<file path="config.mk">
export PLATFORM = sky130hd
export DESIGN_NAME = plugin_mmio_queue_flat
export DESIGN_NICKNAME = d
export VERILOG_FILES = /design/src/rtl/plugin_mmio_queue_if.sv /design/src/rtl/plugin_mmio_queue.sv /design/src/flat_wrapper.sv
export SDC_FILE = /design/constraint.sdc
export NUM_CORES = 1
export LEC_CHECK = 0
export BUFFER_PORTS_ARGS = -buffer_cell sky130_fd_sc_hd__clkbuf_2
export CAP_MARGIN = 20
export CORE_MARGIN = 1
export CORE_UTILIZATION = 62
export DETAILED_ROUTE_END_ITERATION = 8
export PLACE_DENSITY = 0.8
export SYNTH_ARGS = -nofsm -noshare
export SYNTH_HDL_FRONTEND = slang
export SYNTH_SLANG_ARGS = --single-unit
</file>
<file path="constraint.sdc">
create_clock -name clk -period 6.4 [get_ports clk]
set_clock_uncertainty 0.1 [all_clocks]
set_input_delay 0.64 -clock clk [delete_from_list [all_inputs] [get_ports clk]]
set_output_delay 0.64 -clock clk [all_outputs]
set_load 0.005 [all_outputs]
</file>
<file path="src/rtl/plugin_mmio_queue_if.sv">
// Data-memory bus seen by the accelerator front end: one access per cycle,
// byte enables select write vs read, read data returned combinationally.
interface plugin_mmio_queue_if;
    logic        enable_i;
    logic [3:0]  we_i;
    logic [31:0] addr_i;
    logic [31:0] data_i;
    logic [31:0] data_o;
    logic        irq_o;

    modport master (output enable_i, we_i, addr_i, data_i, input data_o, irq_o);
    modport slave  (input enable_i, we_i, addr_i, data_i, output data_o, irq_o);
endinterface

</file>
<file path="src/rtl/plugin_mmio_queue.sv">
// Memory-mapped ALU accelerator: operand staging registers, a command FIFO,
// a multi-cycle execute engine and a result FIFO behind a 6-word window.
//
// state  | meaning
// S_IDLE | engine free; takes the cmd FIFO head when one is present
// S_EXEC | counting down LATENCY cycles, result computed on the last one
// S_WB   | holding the result until the result FIFO has room
module plugin_mmio_queue #(
    parameter logic [31:0] BASE_ADDR = 32'h1000_0000,
    parameter int          DATA_W    = 32,
    parameter int          DEPTH     = 4,
    parameter int          LATENCY   = 2
) (
    input logic                clk,
    input logic                reset_n,
    plugin_mmio_queue_if.slave bus
);
    localparam int AW = (DEPTH > 1) ? $clog2(DEPTH) : 1;
    localparam int CW = AW + 1;
    localparam int LW = (LATENCY > 1) ? $clog2(LATENCY) : 1;
    localparam logic [CW-1:0] FULL_CNT = CW'(DEPTH);
    localparam logic [LW-1:0] LAT_INIT = LW'(LATENCY - 1);

    typedef enum logic [1:0] {S_IDLE, S_EXEC, S_WB} state_t;

    logic [31:0]       offset;
    logic [2:0]        widx;
    logic              hit, wr, rd;

    logic [DATA_W-1:0] opa, opb;
    logic              irq_en, ovf_flag, udf_flag, irq_q;

    logic [DATA_W-1:0] ca_mem [DEPTH];
    logic [DATA_W-1:0] cb_mem [DEPTH];
    logic [1:0]        cop_mem [DEPTH];
    logic [AW-1:0]     c_wptr, c_rptr;
    logic [CW-1:0]     c_cnt;

    logic [DATA_W-1:0] r_mem [DEPTH];
    logic [AW-1:0]     r_wptr, r_rptr;
    logic [CW-1:0]     r_cnt;

    state_t            state;
    logic [LW-1:0]     cnt;
    logic [DATA_W-1:0] e_a, e_b, e_res;
    logic [1:0]        e_op;

    logic cmd_hit, res_hit, clr_hit;
    logic cmd_full, res_full, cmd_push, cmd_pop, res_push, res_pop;
    logic [31:0] status, rdata;

    // Low two address bits are ignored: the window is decoded per word.
    assign offset = bus.addr_i - BASE_ADDR;
    assign hit    = bus.enable_i && (offset < 32'd24);
    assign widx   = offset[4:2];
    assign wr     = hit && (bus.we_i != 4'd0);
    assign rd     = hit && (bus.we_i == 4'd0);

    assign cmd_hit  = wr && (widx == 3'd2);
    assign res_hit  = rd && (widx == 3'd3);
    assign clr_hit  = wr && (widx == 3'd5) && bus.data_i[1];
    assign cmd_full = (c_cnt == FULL_CNT);
    assign res_full = (r_cnt == FULL_CNT);
    // Full is judged on the pre-edge count, so a same-cycle engine pop never rescues a push.
    assign cmd_push = cmd_hit && !cmd_full;
    assign cmd_pop  = (state == S_IDLE) && (c_cnt != '0);
    assign res_push = (state == S_WB) && !res_full;
    assign res_pop  = res_hit && (r_cnt != '0);

    function automatic logic [DATA_W-1:0] alu(input logic [DATA_W-1:0] a,
                                              input logic [DATA_W-1:0] b,
                                              input logic [1:0]        op);
        case (op)
            2'd0:    return a + b;
            2'd1:    return a - b;
            2'd2:    return a & b;
            default: return a ^ b;
        endcase
    endfunction

    // Software-visible registers, sticky error flags and the interrupt line.
    always_ff @(posedge clk or negedge reset_n) begin
        if (!reset_n) begin
            opa      <= '0;
            opb      <= '0;
            irq_en   <= 1'b0;
            ovf_flag <= 1'b0;
            udf_flag <= 1'b0;
            irq_q    <= 1'b0;
        end else begin
            if (wr && widx == 3'd0) opa    <= bus.data_i[DATA_W-1:0];
            if (wr && widx == 3'd1) opb    <= bus.data_i[DATA_W-1:0];
            if (wr && widx == 3'd5) irq_en <= bus.data_i[0];
            // A new error in the same cycle as a clear wins.
            ovf_flag <= (cmd_hit && cmd_full) || (ovf_flag && !clr_hit);
            udf_flag <= (res_hit && (r_cnt == '0)) || (udf_flag && !clr_hit);
            irq_q    <= irq_en && ((r_cnt != '0) || ovf_flag || udf_flag);
        end
    end

    // Command FIFO pointers and occupancy.
    always_ff @(posedge clk or negedge reset_n) begin
        if (!reset_n) begin
            c_wptr <= '0;
            c_rptr <= '0;
            c_cnt  <= '0;
        end else begin
            if (cmd_push) c_wptr <= c_wptr + AW'(1);
            if (cmd_pop)  c_rptr <= c_rptr + AW'(1);
            case ({cmd_push, cmd_pop})
                2'b10:   c_cnt <= c_cnt + CW'(1);
                2'b01:   c_cnt <= c_cnt - CW'(1);
                default: c_cnt <= c_cnt;
            endcase
        end
    end

    // Command storage; operands are captured from the staging regs at push time.
    always_ff @(posedge clk) begin
        if (cmd_push) begin
            ca_mem[c_wptr]  <= opa;
            cb_mem[c_wptr]  <= opb;
            cop_mem[c_wptr] <= bus.data_i[1:0];
        end
    end

    // Execute engine.
    always_ff @(posedge clk or negedge reset_n) begin
        if (!reset_n) begin
            state <= S_IDLE;
            cnt   <= '0;
            e_a   <= '0;
            e_b   <= '0;
            e_op  <= '0;
            e_res <= '0;
        end else begin
            case (state)
                S_IDLE: begin
                    if (cmd_pop) begin
                        e_a   <= ca_mem[c_rptr];
                        e_b   <= cb_mem[c_rptr];
                        e_op  <= cop_mem[c_rptr];
                        cnt   <= LAT_INIT;
                        state <= S_EXEC;
                    end
                end
                S_EXEC: begin
                    if (cnt == '0) begin
                        e_res <= alu(e_a, e_b, e_op);
                        state <= S_WB;
                    end else begin
                        cnt <= cnt - LW'(1);
                    end
                end
                S_WB: begin
                    if (!res_full) state <= S_IDLE;
                end
                default: state <= S_IDLE;
            endcase
        end
    end

    // Result FIFO pointers and occupancy; push and pop may coincide.
    always_ff @(posedge clk or negedge reset_n) begin
        if (!reset_n) begin
            r_wptr <= '0;
            r_rptr <= '0;
            r_cnt  <= '0;
        end else begin
            if (res_push) r_wptr <= r_wptr + AW'(1);
            if (res_pop)  r_rptr <= r_rptr + AW'(1);
            case ({res_push, res_pop})
                2'b10:   r_cnt <= r_cnt + CW'(1);
                2'b01:   r_cnt <= r_cnt - CW'(1);
                default: r_cnt <= r_cnt;
            endcase
        end
    end

    // Result storage.
    always_ff @(posedge clk) begin
        if (res_push) r_mem[r_wptr] <= e_res;
    end

    // STATUS word; counts are log2(DEPTH)+1 bits wide so a full FIFO is representable.
    always_comb begin
        status          = '0;
        status[0]       = (state != S_IDLE) || (c_cnt != '0);
        status[1]       = cmd_full;
        status[2]       = (r_cnt != '0);
        status[3]       = ovf_flag;
        status[4]       = udf_flag;
        status[5 +: CW] = c_cnt;
        status[16 +: CW] = r_cnt;
    end

    // Read mux; anything other than a read hitting the window returns zero.
    always_comb begin
        rdata = '0;
        if (rd) begin
            case (widx)
                3'd0:    rdata = 32'(opa);
                3'd1:    rdata = 32'(opb);
                3'd3:    if (r_cnt != '0) rdata = 32'(r_mem[r_rptr]);
                3'd4:    rdata = status;
                3'd5:    rdata = {31'd0, irq_en};
                default: rdata = '0;
            endcase
        end
    end

    assign bus.data_o = rdata;
    assign bus.irq_o  = irq_q;
endmodule
</file>
<file path="src/flat_wrapper.sv">
// flat-port wrapper written by rule: the top's interface ports become plain ports
module plugin_mmio_queue_flat 
#(
    parameter logic [31:0] BASE_ADDR = 32'h1000_0000,
    parameter int          DATA_W    = 32,
    parameter int          DEPTH     = 4,
    parameter int          LATENCY   = 2
)
  (clk, reset_n, bus_enable_i, bus_we_i, bus_addr_i, bus_data_i, bus_data_o, bus_irq_o);
  plugin_mmio_queue_if bus_i ();
  input logic clk;
  input logic reset_n;
  input wire logic [$bits(bus_i.enable_i)-1:0] bus_enable_i;
  input wire logic [$bits(bus_i.we_i)-1:0] bus_we_i;
  input wire logic [$bits(bus_i.addr_i)-1:0] bus_addr_i;
  input wire logic [$bits(bus_i.data_i)-1:0] bus_data_i;
  output wire logic [$bits(bus_i.data_o)-1:0] bus_data_o;
  output wire logic [$bits(bus_i.irq_o)-1:0] bus_irq_o;
  assign bus_i.enable_i = bus_enable_i;
  assign bus_i.we_i = bus_we_i;
  assign bus_i.addr_i = bus_addr_i;
  assign bus_i.data_i = bus_data_i;
  assign bus_data_o = bus_i.data_o;
  assign bus_irq_o = bus_i.irq_o;
  plugin_mmio_queue #(.BASE_ADDR(BASE_ADDR), .DATA_W(DATA_W), .DEPTH(DEPTH), .LATENCY(LATENCY)) u_core (.clk(clk), .reset_n(reset_n), .bus(bus_i));
endmodule
</file>
==> results.tsv <==
stage	metric	value	unit
run_status	status	complete, but fails checks	
run_status	violations	hold timing	
timing	slew_headroom	0.251	
yosys	synth_cells	1743	
clocking	htreeDepth	2	
yosys	synth_flop_cell	edfxtp_1	
timing	min_period	4.62	ns
timing	setup_violations	0	
yosys	yosysSeqAreaShare	0.645	
yosys	yosys.area.top_type	edfxtp_1	
grt	grt-ovfl-total	0	
finish	syn_to_final_growth	12.3	%
timing	maxSlewViolCount	0	
grt	grt_max_degree	86	
timing	timing.final.crit_share	0.721	
power_and_ir_drop	powerDensity	329	mW/mm^2
yosys	ys_ff_latch	575	
place	port_buffers	101	
detailed_routing	dr.first_iter.drc_count	1365	
power_and_ir_drop	ir_worst_vdd	0.246	mV
timing	timing.hold.ws	-0.00200	ns
yosys	ys_top_cells_by_area	edfxtp_1, dfrtp_1, mux4_2	
clocking	post_cts_buffers	0	
finish	finalNonFillerCells	2408	
grt	grt_pass1_vias	15800	
yosys	syn_nets	1891	
detailed_routing	wl_per_cell	24.4	um
clocking	cts_resized	0	
yosys	synthDistinctLibCells	64	
clocking	cts_root_buf	clkbuf_16	
clocking	clk_latency	0.61	ns
floorplan	dieArea	0.0417	mm^2
place	dp_cells	2301	
floorplan	num_rows	73	
place	place_hpwl	35200	um
detailed_routing	firstDrtPassIters	5	
finish	final_cell_mix	edfxtp_1, nand2_1, dfrtp_1	
yosys	synthAdderAreaFrac	0.0389	
floorplan	num_io_pins	104	
yosys	netlist.area_leader.share	0.464	
flow_run	maxCapViolCount	0	
worst_hold_path	hold_path_class	primary input to asynchronous set/reset pin	
clocking	cts_hold_buf	0	
finish	drive_above_1_share	0.206	
yosys	synth_top_family_by_area	multiplexers	
floorplan	core	0.0400	mm^2
yosys	synthArstFlopShare	0.318	
yosys	synth-xor-area-share	0.0242	
finish	nets	1984	
yosys	synth_warnings	0	
yosys	synthMuxAreaShare	0.136	
clocking	cts.sinks	575	
yosys	syn-cell-area	0.0253	mm^2
clocking	cts_made_buffers	55	
power_and_ir_drop	p_leak	11.4	nW
detailed_routing	num_vias	15400	
yosys	synth_simple_gate_area_frac	0.0757	
timing	finalSetupTns	0	ns
timing	rsz0062_at_grt	false	
detailed_routing	detail-route-antenna-nets	0	
grt	grt_pass1_wl	90600	um
timing	final-hold-violation-count	1	
critical_path	r2r_slack	1.78	ns
detailed_routing	drc	0	
clocking	cts_tree	built	
timing	fmax	217	MHz
timing	max_slew.worst_pin.slew	1.12	ns
critical_path	start_kind	flop	
clocking	clock_path_buffers	3	
critical_path	cp_data_arrival_time	5.02	ns
detailed_routing	vias_per_cell	6.40	
critical_path	endpoint_kind	flop	
grt	antenna_found_initial	0	
yosys	synth_edf_count	392	
finish	nFillCells	2527	
clocking	clkTransAtPathRegs	0.07	ns
critical_path	crit_required	6.80	ns
yosys	synth.avg_cell_area	14.5	um^2
finish	mostFrequentLayoutCell	edfxtp_1	
place	gp_congestion	0.941	
floorplan	start_util	0.634	
floorplan	fp.dieW	204	um
critical_path	path_class	flop to flop	
grt	grt_usage	0.293	
finish	diodes	0	
detailed_routing	finalWirelength	58900	um
critical_path	rr_worst_depth	15	
yosys	synth-compound-area-share	0.0613	
floorplan	dieHeight	204	um
critical_path	path_max_fanout	6	
==> sequential cells by signal (all words and copies together), names as in the netlist <==
register,flops
u_core.c_wptr,2
u_core.cop_mem,8
u_core.udf_flag,1
u_core.bus.irq_o,1
u_core.opb,32
u_core.r_mem,128
u_core.e_b,32
u_core.ovf_flag,1
u_core.r_wptr,2
u_core.e_a,32
u_core.r_cnt,3
u_core.irq_en,1
u_core.ca_mem,128
u_core.c_cnt,3
u_core.cb_mem,128
u_core.e_res,32
u_core.cnt,1
u_core.opa,32
u_core.e_op,2
u_core.c_rptr,2
u_core.r_rptr,2
u_core.state,2
==> cells in the mapped netlist, types with 29 or more instances <==
cell / n
a21oi_1: 44
clkbuf_1: 64
dfrtp_1: 183
edfxtp_1: 392
ha_1: 74
inv_1: 31
mux2_2: 46
mux2i_1: 42
mux4_2: 99
nand2_1: 275
nor2_1: 82
o21ai_0: 66
xnor2_1: 41
xor2_1: 29
==> area by class of cell <==
class                      instances  area, um^2  share of cell area
multi-input combinational       1043        8570               0.301
tap                              525         657              0.0231
sequential                       575       16400               0.575
clock inverter                    20         273             0.00959
inverter                          32         120             0.00422
timing repair buffer             129         790              0.0277
clock buffer                      84        1690              0.0593
==> logic make-up (layout without fill, tap and decap cells) <==
kind of cell               count (synthesis)  in the layout
AOI/OAI and AO/OA                        237            237
DFF                                      575            575
and+or+nand+nor                          448            448
adders and majority gates                 77             77
muxes                                    211            211
buffers and inverters                    125            265
xor gates and xnor gates                  70             70
==> critical path: stages, from the launching register on <==
cell,delay (ns)
dfrtp_1,0.44
nor3_1,0.47
nor2b_1,0.42
and3_1,0.35
and2_1,0.25
a21oi_1,0.10
xnor2_1,0.14
ha_1,0.37
a21oi_1,0.40
nand2_1,0.09
a221o_1,0.40
a221o_1,0.37
a21oi_2,0.17
a221o_1,0.20
mux2i_1,0.19
nand2_1,0.06
==> final timing paths <==
kind	startpoint	endpoint
worst max-delay path	u_core.e_b[4]	u_core.e_res[30]
worst min-delay path	reset_n	u_core.opb[7]
worst max register to register	u_core.e_b[4]	u_core.e_res[30]
worst min register to register	u_core.e_res[15]	u_core.r_mem[1][15]
max in group asynchronous	reset_n	u_core.e_op[0]
min in group clk	bus_data_i[6]	u_core.opa[6]
==> metrics by stage <==
step | cell area [um^2] | setup slack (ns) | utilization | total power [mW]
finish | 28500 | 1.78 | 0.711 | 9.37
global route | 28500 | 1.53 | 0.711 | 9.73
CTS | 28400 | 1.82 | 0.709 | 9.40
detailed placement | 26400 | 1.85 | 0.660 | 5.96
global placement | 26400 | 1.88 | 0.660 | 5.92
floorplan | 25300 | 1.06 | - | 5.54
==> per-layer routing <==
| metal | wire (um) | GRT usage |
|---|---|---|
| met3 | 4270 | 0.0456 |
| met1 | 23400 | 0.393 |
| met4 | 1950 | 0.115 |
| met2 | 29300 | 0.487 |
| met5 | 0 | 0 |
==> report_power, final <==
part           switching (mW)  total, mW  internal, mW
combinational           0.956       1.61         0.650
sequential              0.149       4.32          4.17
clock                    1.38       3.45          2.06
total                    2.49       9.37          6.89
No activity file was read; power rests on OpenSTA's default activity.
